==> config.mk <==
export PLATFORM = sky130hd
export DESIGN_NAME = adder_64b_mod_flat
export DESIGN_NICKNAME = d
export VERILOG_FILES = /design/src/rtl/adder_64b_mod_pkg.sv /design/src/rtl/adder_64b_mod_if.sv /design/src/rtl/adder_64b_mod_cla_4b.sv /design/src/rtl/adder_64b_mod.sv /design/src/flat_wrapper.sv
export SDC_FILE = /design/constraint.sdc
export NUM_CORES = 1
export LEC_CHECK = 0
export BUFFER_PORTS_ARGS = -buffer_cell sky130_fd_sc_hd__buf_4
export CORE_AREA = 2 2 105 107
export DETAILED_ROUTE_END_ITERATION = 8
export DIE_AREA = 0 0 107 109
export PLACE_DENSITY = 0.92
export SLEW_MARGIN = 20
export SYNTH_ARGS = -nofsm -noshare
export SYNTH_HDL_FRONTEND = slang
export SYNTH_HIERARCHICAL = 1
export SYNTH_SLANG_ARGS = --single-unit
==> constraint.sdc <==
create_clock -name clk -period 2.65 [get_ports clk]
set_input_delay 0.53 -clock clk [delete_from_list [all_inputs] [get_ports clk]]
set_output_delay 0.53 -clock clk [all_outputs]
set_load 0.005 [all_outputs]
==> src/rtl/adder_64b_mod_pkg.sv <==
// Shared constants for the ALU adder/subtractor core.
// SUB encoding is fixed here so every consumer agrees on add vs. subtract.
package adder_64b_mod_pkg;

  localparam int WIDTH = 64;
  localparam int GROUP_W = 4;

  localparam logic ALU_ADD = 1'b0;
  localparam logic ALU_SUB = 1'b1;

endpackage

==> src/rtl/adder_64b_mod_if.sv <==
// Operand/result bundle between the ALU control and the adder core.
// No handshake: A/B/SUB are sampled on every rising edge and S/COUT show the
// result of the previous edge's operands; there is no valid or ready.
interface adder_64b_mod_if
  import adder_64b_mod_pkg::*;
#(
  parameter int WIDTH = adder_64b_mod_pkg::WIDTH
);

  logic [WIDTH-1:0] A;
  logic [WIDTH-1:0] B;
  logic             SUB;
  logic [WIDTH-1:0] S;
  logic             COUT;

  modport master (output A, output B, output SUB, input S, input COUT);
  modport slave  (input A, input B, input SUB, output S, output COUT);

endinterface

==> src/rtl/adder_64b_mod_cla_4b.sv <==
// 4-bit carry-lookahead slice: internal carries are flattened generate/propagate
// terms, and group P/G are exported for the group-level carry relation.
module cla_4b (
  input  logic [3:0] a,
  input  logic [3:0] b,
  input  logic       cin,
  output logic [3:0] s,
  output logic       cout,
  output logic       P,
  output logic       G
);

  logic [3:0] p;
  logic [3:0] g;
  logic [3:0] c;

  assign p = a ^ b;
  assign g = a & b;

  assign c[0] = cin;
  assign c[1] = g[0] | (p[0] & cin);
  assign c[2] = g[1] | (p[1] & g[0]) | (p[1] & p[0] & cin);
  assign c[3] = g[2] | (p[2] & g[1]) | (p[2] & p[1] & g[0]) |
                (p[2] & p[1] & p[0] & cin);

  assign P = &p;
  assign G = g[3] | (p[3] & g[2]) | (p[3] & p[2] & g[1]) |
             (p[3] & p[2] & p[1] & g[0]);

  assign cout = G | (P & cin);
  assign s    = p ^ c;

endmodule

==> src/rtl/adder_64b_mod.sv <==
// Two's-complement adder/subtractor: XOR-inverted B with carry-in = SUB, a ripple
// of 4-bit lookahead groups, and a single registered {COUT, S} stage.
module adder_64b_mod
  import adder_64b_mod_pkg::*;
#(
  parameter int WIDTH = adder_64b_mod_pkg::WIDTH
) (
  input  logic            clk,
  input  logic            reset,
  adder_64b_mod_if.slave  bus
);

  // WIDTH must be a multiple of the group width.
  localparam int NGRP = WIDTH / GROUP_W;

  logic             sub_mode;
  logic [WIDTH-1:0] b_eff;
  logic [WIDTH-1:0] sum;
  logic [NGRP:0]    carry;
  logic [NGRP-1:0]  grp_p;
  logic [NGRP-1:0]  grp_g;

  logic [WIDTH-1:0] s_q;
  logic             cout_q;

  assign sub_mode = (bus.SUB == ALU_SUB);
  assign b_eff    = bus.B ^ {WIDTH{sub_mode}};
  assign carry[0] = sub_mode;

  for (genvar i = 0; i < NGRP; i++) begin : g_grp
    cla_4b u_cla (
      .a    (bus.A[i*GROUP_W +: GROUP_W]),
      .b    (b_eff[i*GROUP_W +: GROUP_W]),
      .cin  (carry[i]),
      .s    (sum[i*GROUP_W +: GROUP_W]),
      .cout (carry[i+1]),
      .P    (grp_p[i]),
      .G    (grp_g[i])
    );

    // The rippled carry must agree with the group lookahead relation.
    a_grp_carry: assert property (@(posedge clk) disable iff (reset)
      carry[i+1] == (grp_g[i] | (grp_p[i] & carry[i])));
  end

  always_ff @(posedge clk or posedge reset) begin
    if (reset) begin
      s_q    <= '0;
      cout_q <= 1'b0;
    end else begin
      s_q    <= sum;
      cout_q <= carry[NGRP];
    end
  end

  assign bus.S    = s_q;
  assign bus.COUT = cout_q;

endmodule

==> src/flat_wrapper.sv <==
// flat-port wrapper written by rule: the top's interface ports become plain ports
module adder_64b_mod_flat import adder_64b_mod_pkg::*;
#(
  parameter int WIDTH = adder_64b_mod_pkg::WIDTH
)
  (clk, reset, bus_A, bus_B, bus_SUB, bus_S, bus_COUT);
  adder_64b_mod_if #(.WIDTH(WIDTH)) bus_i ();
  input  logic clk;
  input  logic reset;
  input wire logic [$bits(bus_i.A)-1:0] bus_A;
  input wire logic [$bits(bus_i.B)-1:0] bus_B;
  input wire logic [$bits(bus_i.SUB)-1:0] bus_SUB;
  output wire logic [$bits(bus_i.S)-1:0] bus_S;
  output wire logic [$bits(bus_i.COUT)-1:0] bus_COUT;
  assign bus_i.A = bus_A;
  assign bus_i.B = bus_B;
  assign bus_i.SUB = bus_SUB;
  assign bus_S = bus_i.S;
  assign bus_COUT = bus_i.COUT;
  adder_64b_mod #(.WIDTH(WIDTH)) u_core (.clk(clk), .reset(reset), .bus(bus_i));
endmodule
==> flow_summary_export.csv <==
group,metric,value,unit
status,outcome,"finished, violations left",
status,violations,"negative setup slack",
route,dr.pass1.iters,5,
clocking,tritoncts.num_buffers,9,
timing,period_needed,7630,ps
final_layout,nets,1054,
timing,timing.setup.tns,-141940,ps
global_routing,grt_pass1_wl,27600,um
floorplanning,core-area,0.0106,mm2
timing,hold_violations,0,
timing,layout_setup_ws,-4980,ps
worst_setup_path,worstSetupEndpoint,"u_core/bus.S[11]",
timing,hold_ws,323,ps
clocking,cts_sinks,65,
route,vias_per_cell,5.14,
timing,clock.fmax,0.131,GHz
worst_setup_path,worstSetupPathType,"in -> reg",
synth,syn_area,0.00494,mm2
final_layout,area_growth,72.9,%
timing,slew_viol_final,0,
power,powerDensity,615,mW/mm2
floorplanning,io_pins,196,
placement,gp_congestion,0.827,
worst_setup_path,cp.arrival,7870,ps
placement,portBuffers,195,
clocking,cts-htree-levels,3,
power,power.leakage,4.66,nW
timing,tightest_slew,777,ps
synth,avgSynthCellArea,11.2,um2
worst_setup_path,slowest_stage,"ha_1",
worst_hold_path,hold_path_class,"in -> async",
worst_setup_path,cp-startpoint,"bus_SUB",
placement,dp_hpwl,10700,um
floorplanning,dieWidth,107,um
synth,yosysWarningCount,6,
power,ir_drop,0.000325,V
route,post_drt_wl_per_cell,19.4,um
timing,min_period_over_period,288,%
clocking,clk_path_buf_depth,2,
final_layout,drive_above_1_share,60.1,%
clocking,clock-root-buffer,"clkbuf_8",
floorplanning,fp.dieArea,0.0117,mm2
timing,max-slew-margin-rel,48.1,%
floorplanning,start_util,46.6,%
floorplanning,die_h,109,um
flow_run,drv_cap,0,
global_routing,grt_overflow_total,0,
floorplanning,rows,38,
synth,synth_nets,652,
global_routing,grt_start_max_net_pins,37,
worst_setup_path,cp.required,2890,ps
route,drc_errors,0,
worst_setup_path,max_stage_delay,320,ps
placement,pre_cts_ws,-5130,ps
route,drt_iter0_drc,223,
global_routing,gr-usage-all-layers,31.6,%
power,power,5.25,mW
worst_setup_path,crit_path_start_kind,"input pin",
timing,finalSetupViolCount,53,
worst_setup_path,path_max_fanout,6,
worst_setup_path,cp-end-kind,"flip-flop",
clocking,path_clk_slew,80,ps
route,wl,19200,um
final_layout,n_antenna_cell,0,
route,vias,5075,
placement,place_inst,845,
final_layout,final_cells,988,
global_routing,antenna_found_initial,0,
clocking,tritoncts,"done",
global_routing,grt_pass1_vias,5610,
timing,rsz0062_at_grt,"true",
worst_setup_path,worst_path_most_repeated_cell,"buf_4",
route,ant_nets,0,
synth,synthCells,441,
stage by stage:
step | utilization, % | area (um2)
6_report | 80.5 | 8540
3_3_place_gp | 67.1 | 7120
4_1_cts | 78.3 | 8310
5_1_grt | 80.5 | 8540
2_1_floorplan | - | 5010
3_5_place_dp | 67.1 | 7120
timing repair:
action | 4_1_cts | 5_1_grt
gates resized for setup | 22 | 60
hold buffers | 0 | 0
cloned | 0 | 0
setup endpoints to repair | 50 | 53
setup buffers | 129 | 49
pin swaps | 35 | 41
power by group:
| part | internal [mW] | switching [mW] |
|---|---|---|
| Sequential | 1.31 | 0.123 |
| Clock | 0.459 | 0.393 |
| Combinational | 1.72 | 1.24 |
| Total | 3.49 | 1.76 |
per-layer routing:
layer	wire, um	global-route usage, %	vias to the layer above
met3	1300	7.59	95
li1	-	-	2253
met2	10400	59.4	294
met5	0	0	-
met4	1110	23.0	0
met1	6390	29.8	2433
critical path, delay by kind of cell:
family                   cells  cell delay [ps]
buffers and inverters       46             5750
AO/OA/AOI/OAI                4              660
AND/OR/NAND/NOR              4              340
adder cells (fa/ha/maj)      1              320
XOR/XNOR                     2              300
state kept, by name, indices dropped and copies added, names as in the netlist:
name             count
u_core/bus.S        64
u_core/bus.COUT      1
placed cells by master (no fill, tap or decap), types with 4 or more instances in the layout:
master	count
dfrtp_1	65
buf_12	4
buf_4	360
a41oi_2	7
ha_1	63
clkbuf_8	10
o21ai_2	7
inv_1	52
xnor2_1	27
inv_2	20
xor2_1	78
a21o_2	5
xnor2_2	5
buf_6	34
fa_1	4
a21oi_2	27
nand3_2	9
nand4_1	9
a21o_1	25
fa_2	12
nand3_1	9
final cells by class:
type                            count  area [um2]
Timing Repair Buffer              398        3170
Clock inverter                      3        40.0
Fill cell                         564        2070
Multi-Input combinational cell    297        3110
Inverter                           72         270
Tap cell                          140         175
Sequential cell                    65        1630
Clock buffer                       13         149
how the worst min path moves through the flow:
stage                             endpoint  slack, ps  cells after the start
after global placement    u_core/bus.S[39]        710                      2
after global routing      u_core/bus.S[41]        370                      2
final                     u_core/bus.S[41]        320                      2
after CTS                 u_core/bus.S[43]        340                      2
after floorplan            u_core/bus.COUT        760                      2
after detailed placement  u_core/bus.S[39]        720                      2
Power figures use the tool's default switching activity.
